==> src/rtl/gate_sweep_ctrl.sv <==
// Exhaustive sweep sequencer for an N-input combinational gate: drives every
// input vector in ascending order, checks the gate output against a latched table.
//
// state | meaning
// IDLE  | waiting for start, results from the last sweep held
// DRIVE | vector applied, dwell timer counting down
// CHECK | vector still applied, gate_y compared with the latched table
// DONE  | one-cycle completion pulse, pass flag valid
module gate_sweep_ctrl #(
  parameter int N_IN  = 2,
  parameter int DWELL = 10
) (
  input  logic                 clk,
  input  logic                 rst,
  input  logic                 start,
  input  logic                 abort,
  input  logic [2**N_IN-1:0]   truth_tbl,
  output logic [N_IN-1:0]      gate_in,
  input  logic                 gate_y,
  output logic                 busy,
  output logic                 done,
  output logic                 pass,
  output logic [N_IN:0]        err_cnt,
  output logic [N_IN-1:0]      fail_vec,
  output logic                 fail_valid
);

  localparam int CW = (DWELL > 1) ? $clog2(DWELL) : 1;
  localparam logic [CW-1:0]   DW_LOAD  = CW'(DWELL - 1);
  localparam logic [N_IN-1:0] LAST_VEC = N_IN'(2**N_IN - 1);

  typedef enum logic [1:0] {IDLE, DRIVE, CHECK, DONE} state_t;

  state_t              state;
  logic [2**N_IN-1:0]  tbl;
  logic [CW-1:0]       dwell_cnt;
  logic                mismatch;

  // gate_in doubles as the vector index, so the check always uses what is driven
  assign mismatch = gate_y ^ tbl[gate_in];

  always_ff @(posedge clk) begin
    if (rst) begin
      state      <= IDLE;
      tbl        <= '0;
      dwell_cnt  <= '0;
      gate_in    <= '0;
      busy       <= 1'b0;
      done       <= 1'b0;
      pass       <= 1'b0;
      err_cnt    <= '0;
      fail_vec   <= '0;
      fail_valid <= 1'b0;
    end else begin
      done <= 1'b0;
      case (state)
        IDLE, DONE: begin
          if (start) begin
            state      <= DRIVE;
            tbl        <= truth_tbl;
            dwell_cnt  <= DW_LOAD;
            gate_in    <= '0;
            busy       <= 1'b1;
            pass       <= 1'b0;
            err_cnt    <= '0;
            fail_vec   <= '0;
            fail_valid <= 1'b0;
          end else begin
            state   <= IDLE;
            busy    <= 1'b0;
            gate_in <= '0;
          end
        end

        DRIVE: begin
          if (abort) begin
            state   <= IDLE;
            busy    <= 1'b0;
            gate_in <= '0;
            pass    <= 1'b0;
          end else if (dwell_cnt == '0) begin
            state <= CHECK;
          end else begin
            dwell_cnt <= dwell_cnt - 1'b1;
          end
        end

        CHECK: begin
          // abort takes priority, so an aborted CHECK is not scored
          if (abort) begin
            state   <= IDLE;
            busy    <= 1'b0;
            gate_in <= '0;
            pass    <= 1'b0;
          end else begin
            if (mismatch) begin
              err_cnt <= err_cnt + (N_IN+1)'(1);
              if (!fail_valid) begin
                fail_vec   <= gate_in;
                fail_valid <= 1'b1;
              end
            end
            if (gate_in == LAST_VEC) begin
              state   <= DONE;
              busy    <= 1'b0;
              done    <= 1'b1;
              gate_in <= '0;
              pass    <= (err_cnt == '0) && !mismatch;
            end else begin
              state     <= DRIVE;
              gate_in   <= gate_in + 1'b1;
              dwell_cnt <= DW_LOAD;
            end
          end
        end

        default: state <= IDLE;
      endcase
    end
  end

endmodule
==> config.mk <==
export PLATFORM = sky130hd
export DESIGN_NAME = gate_sweep_ctrl
export DESIGN_NICKNAME = d
export VERILOG_FILES = /design/src/rtl/gate_sweep_ctrl.sv
export SDC_FILE = /design/constraint.sdc
export NUM_CORES = 1
export LEC_CHECK = 0
export BUFFER_PORTS_ARGS = -buffer_cell sky130_fd_sc_hd__buf_2
export CAP_MARGIN = 10
export CORE_MARGIN = 5
export CORE_UTILIZATION = 51
export DETAILED_ROUTE_END_ITERATION = 8
export PLACE_DENSITY = 0.74
export SLEW_MARGIN = 20
export SYNTH_ARGS = -nofsm -noshare
export SYNTH_HDL_FRONTEND = slang
export SYNTH_SLANG_ARGS = --single-unit
export TNS_END_PERCENT = 100
==> constraint.sdc <==
create_clock -name clk -period 2.25 [get_ports clk]
set_clock_uncertainty 0.05 [all_clocks]
set_input_delay 0.225 -clock clk [delete_from_list [all_inputs] [get_ports clk]]
set_output_delay 0.225 -clock clk [all_outputs]
set_load 0.02 [all_outputs]
==> results.py <==
metrics = {
    "global_route": {
        "grt_max_degree": 22,
        "grt_pass1_vias": 955,
        "grt-ovfl-total": 0,
        "grt_usage_pct": 15.86,
        "grt_pass1_wl_mm": 4.098,
        "antenna_found_initial": 0,
    },
    "clocking": {
        "clk_pin_slew_ns": 0.12,
        "clockBufferDepth": 2,
        "clock_sinks": 21,
        "post_cts_buffers": 0,
        "cts_buffers": 3,
        "post_cts_resized": 0,
        "cts_root_buf": "clkbuf_4",
        "cts.htree.levels": 1,
        "cts_tree": "done",
        "clk_latency_ns": 0.30,
        "cts_hold_buffers": 0,
    },
    "timing": {
        "finalHoldViolCount": 0,
        "drv_slew": 0,
        "post-route-period-util_pct": 92.62,
        "max_slew.worst_pin.slew_ns": 0.5721,
        "fmax_mhz": 479.8,
        "tns_ns": 0,
        "rsz0062_at_grt": "false",
        "timing.final.ws_setup_ns": 0.1659,
        "slew_headroom_pct": 61.78,
        "period_needed_ns": 2.084,
        "setup_viol": 0,
    },
    "logic_synthesis": {
        "syn_avg_cell_area_sq_um": 8.719,
        "yosysWarnings": 0,
        "syn-cell-area_sq_um": 1099,
        "synth_flop_cell": "dfxtp_1",
        "synth_cells": 126,
        "ys_types": 38,
        "async_flop_share_pct": 0,
        "syn-num-nets": 141,
        "yosysTopAreaCell": "dfxtp_1",
        "synth.top_cell.area_share_pct": 38.27,
        "ys_top_cells_by_area": "dfxtp_1 (38%), ha_1 (6.8%), nand2_1 (4.8%)",
        "ys_seq_elements": 21,
        "yosysSeqAreaShare_pct": 38.27,
        "ys_top_cells_by_count": "dfxtp_1 (21), nand2_1 (14), inv_1 (12)",
        "synth-edff-count": 0,
        "synth_most_common_cell": "dfxtp_1",
    },
    "critical_path": {
        "end_kind": "register",
        "crit_family": "simple AND/OR/NAND/NOR gates",
        "r2r_slack_ns": 0.17,
        "crit_path_cell_trace": "inv_1, ha_1, nor2b_1, nor2b_1, or4_4, a32o_1",
        "worst_path_max_delay_cell": "or4_4",
        "cp_max_fo": 8,
        "critPathMaxStageDelay_ns": 0.44,
        "critPathMostFrequentCell": "nor2b_1",
        "required_ns": 2.40,
        "arrival_ns": 2.23,
        "crit_type": "register to register",
        "path_buf_inv": 1,
        "cp-start-kind": "register",
    },
    "floorplanning": {
        "row_count": 16,
        "io_pins": 20,
        "initial_core_util_pct": 54.88,
        "die_h_um": 56.41,
        "die_area_sq_um": 3182,
        "die_width_um": 56.41,
        "core_area_sq_um": 2002,
    },
    "pwr": {
        "p_seq_share_pct": 56.5,
        "combPwrFrac_pct": 18.0,
        "leakage_nw": 0.5281,
        "p_switching_uw": 197.7,
        "ir_worst_vdd_mv": 0.3889,
        "pwr-share-clk_pct": 25.5,
        "intPower_uw": 506.5,
        "powerDensity_nw_per_um2": 546.4,
        "swShare_pct": 28.08,
    },
    "drt": {
        "post_drt_via_cell_ratio": 5.610,
        "initialDrtViolationCount": 20,
        "totalWireLength_mm": 2.387,
        "antenna_left": 0,
        "drtPass1Iterations": 4,
        "num_vias": 993,
        "drc": 0,
        "wl_per_cell_um": 13.49,
    },
    "min_path": {
        "hold_class": "input pin to register",
    },
    "finish": {
        "area_growth_pct": 17.31,
        "seq_area_sq_um": 420.4,
        "nNetsFinal": 166,
        "fin_area_sq_um": 1289,
        "final_cell_count_no_fill": 177,
        "drive_above_1_share_pct": 22.00,
        "antenna_cells": 0,
        "multi_input_comb_area_sq_um": 630.6,
        "nFillCells": 203,
        "utilization_pct": 64.38,
    },
    "status": {
        "status": "completed",
    },
    "place": {
        "dp_cells": 173,
        "pre_cts_slack_ns": 0.09730,
        "port_buffers": 19,
        "placed_area_sq_um": 1250,
        "dp_hpwl_mm": 1.789,
        "place.gp.congestion": 0.7995,
    },
    "run": {
        "maxCapViolCount": 0,
    },
}
[worst reg2reg max path, stage by stage, from the launching register on]
cell and delay (ns):
dfxtp_1 0.37, inv_1 0.05, ha_1 0.35, nor2b_1 0.25, nor2b_1 0.21, or4_4 0.44
a32o_1 0.26
[path summary, 6_finish.rpt]
| check | from | to | depth (start not counted) |
|---|---|---|---|
| setup / recovery | state[0] | fail_vec[0] | 6 |
| hold / removal | truth_tbl[3] | tbl[3] | 3 |
| setup reg to reg | state[0] | fail_vec[0] | 6 |
| hold reg to reg | tbl[2] | tbl[2] | 2 |
[cell families after synthesis]
group / Yosys count / synth area share, %
adders and majority gates: 6 / 6.834
xor gates and xnor gates: 3 / 3.076
buffers and inverters: 16 / 5.466
muxes: 4 / 4.897
DFF: 21 / 38.27
and+or+nand+nor: 43 / 20.27
AOI/OAI and AO/OA: 33 / 21.19
[power groups by stage]
stage               Combinational [mW]  Clock, mW  Sequential, mW
CTS                              0.122      0.183           0.398
detailed placement               0.122          0           0.406
floorplan                       0.0807          0           0.410
global route                     0.142      0.196           0.399
finish                           0.127      0.180           0.398
global placement                 0.119          0           0.406
[layout make-up]
| type | count | share of cell area (%) |
|---|---|---|
| sequential | 21 | 32.62 |
| inverter | 12 | 3.495 |
| tap | 27 | 2.621 |
| multi-input combinational | 89 | 48.93 |
| clock buffer | 4 | 2.039 |
| timing repair buffer | 24 | 10.29 |
[routing by layer]
metal | GRT usage [%] | up-vias | share of wire, %
li1 | - | 502 | -
met1 | 19.31 | 462 | 46
met5 | 0 | - | 0
met3 | 2.752 | 4 | 4.4
met4 | 5.763 | 0 | 0.71
met2 | 27.71 | 25 | 49
[registers in the layout, indices dropped and copies added (netlist names)]
register,count
dwell_cnt,4
tbl,4
err_cnt,3
fail_vec,2
gate_in,2
state,2
busy,1
done,1
fail_valid,1
pass,1
[layout by cell type, fill, tap and decap left out, types with 2 or more instances in the layout]
cell type / count
a21oi_1: 10
a311oi_1: 3
a31oi_1: 2
a32o_1: 2
buf_2: 19
buf_4: 5
clkbuf_4: 3
dfxtp_1: 21
ha_1: 6
inv_1: 12
mux2i_1: 2
nand2_1: 14
nand2b_1: 4
nor2_1: 7
nor2b_1: 4
nor3_1: 5
nor3b_1: 2
nor4b_1: 2
o21ai_0: 5
o221ai_1: 2
[stage by stage]
stage	power, mW	hold slack [ns]
5_1_grt	0.7380	0.1083
3_3_place_gp	0.5245	0.3937
2_1_floorplan	0.4903	0.2518
4_1_cts	0.7027	0.09741
6_report	0.7042	0.09832
3_5_place_dp	0.5281	0.4033
(Power assumes the default switching activity.)
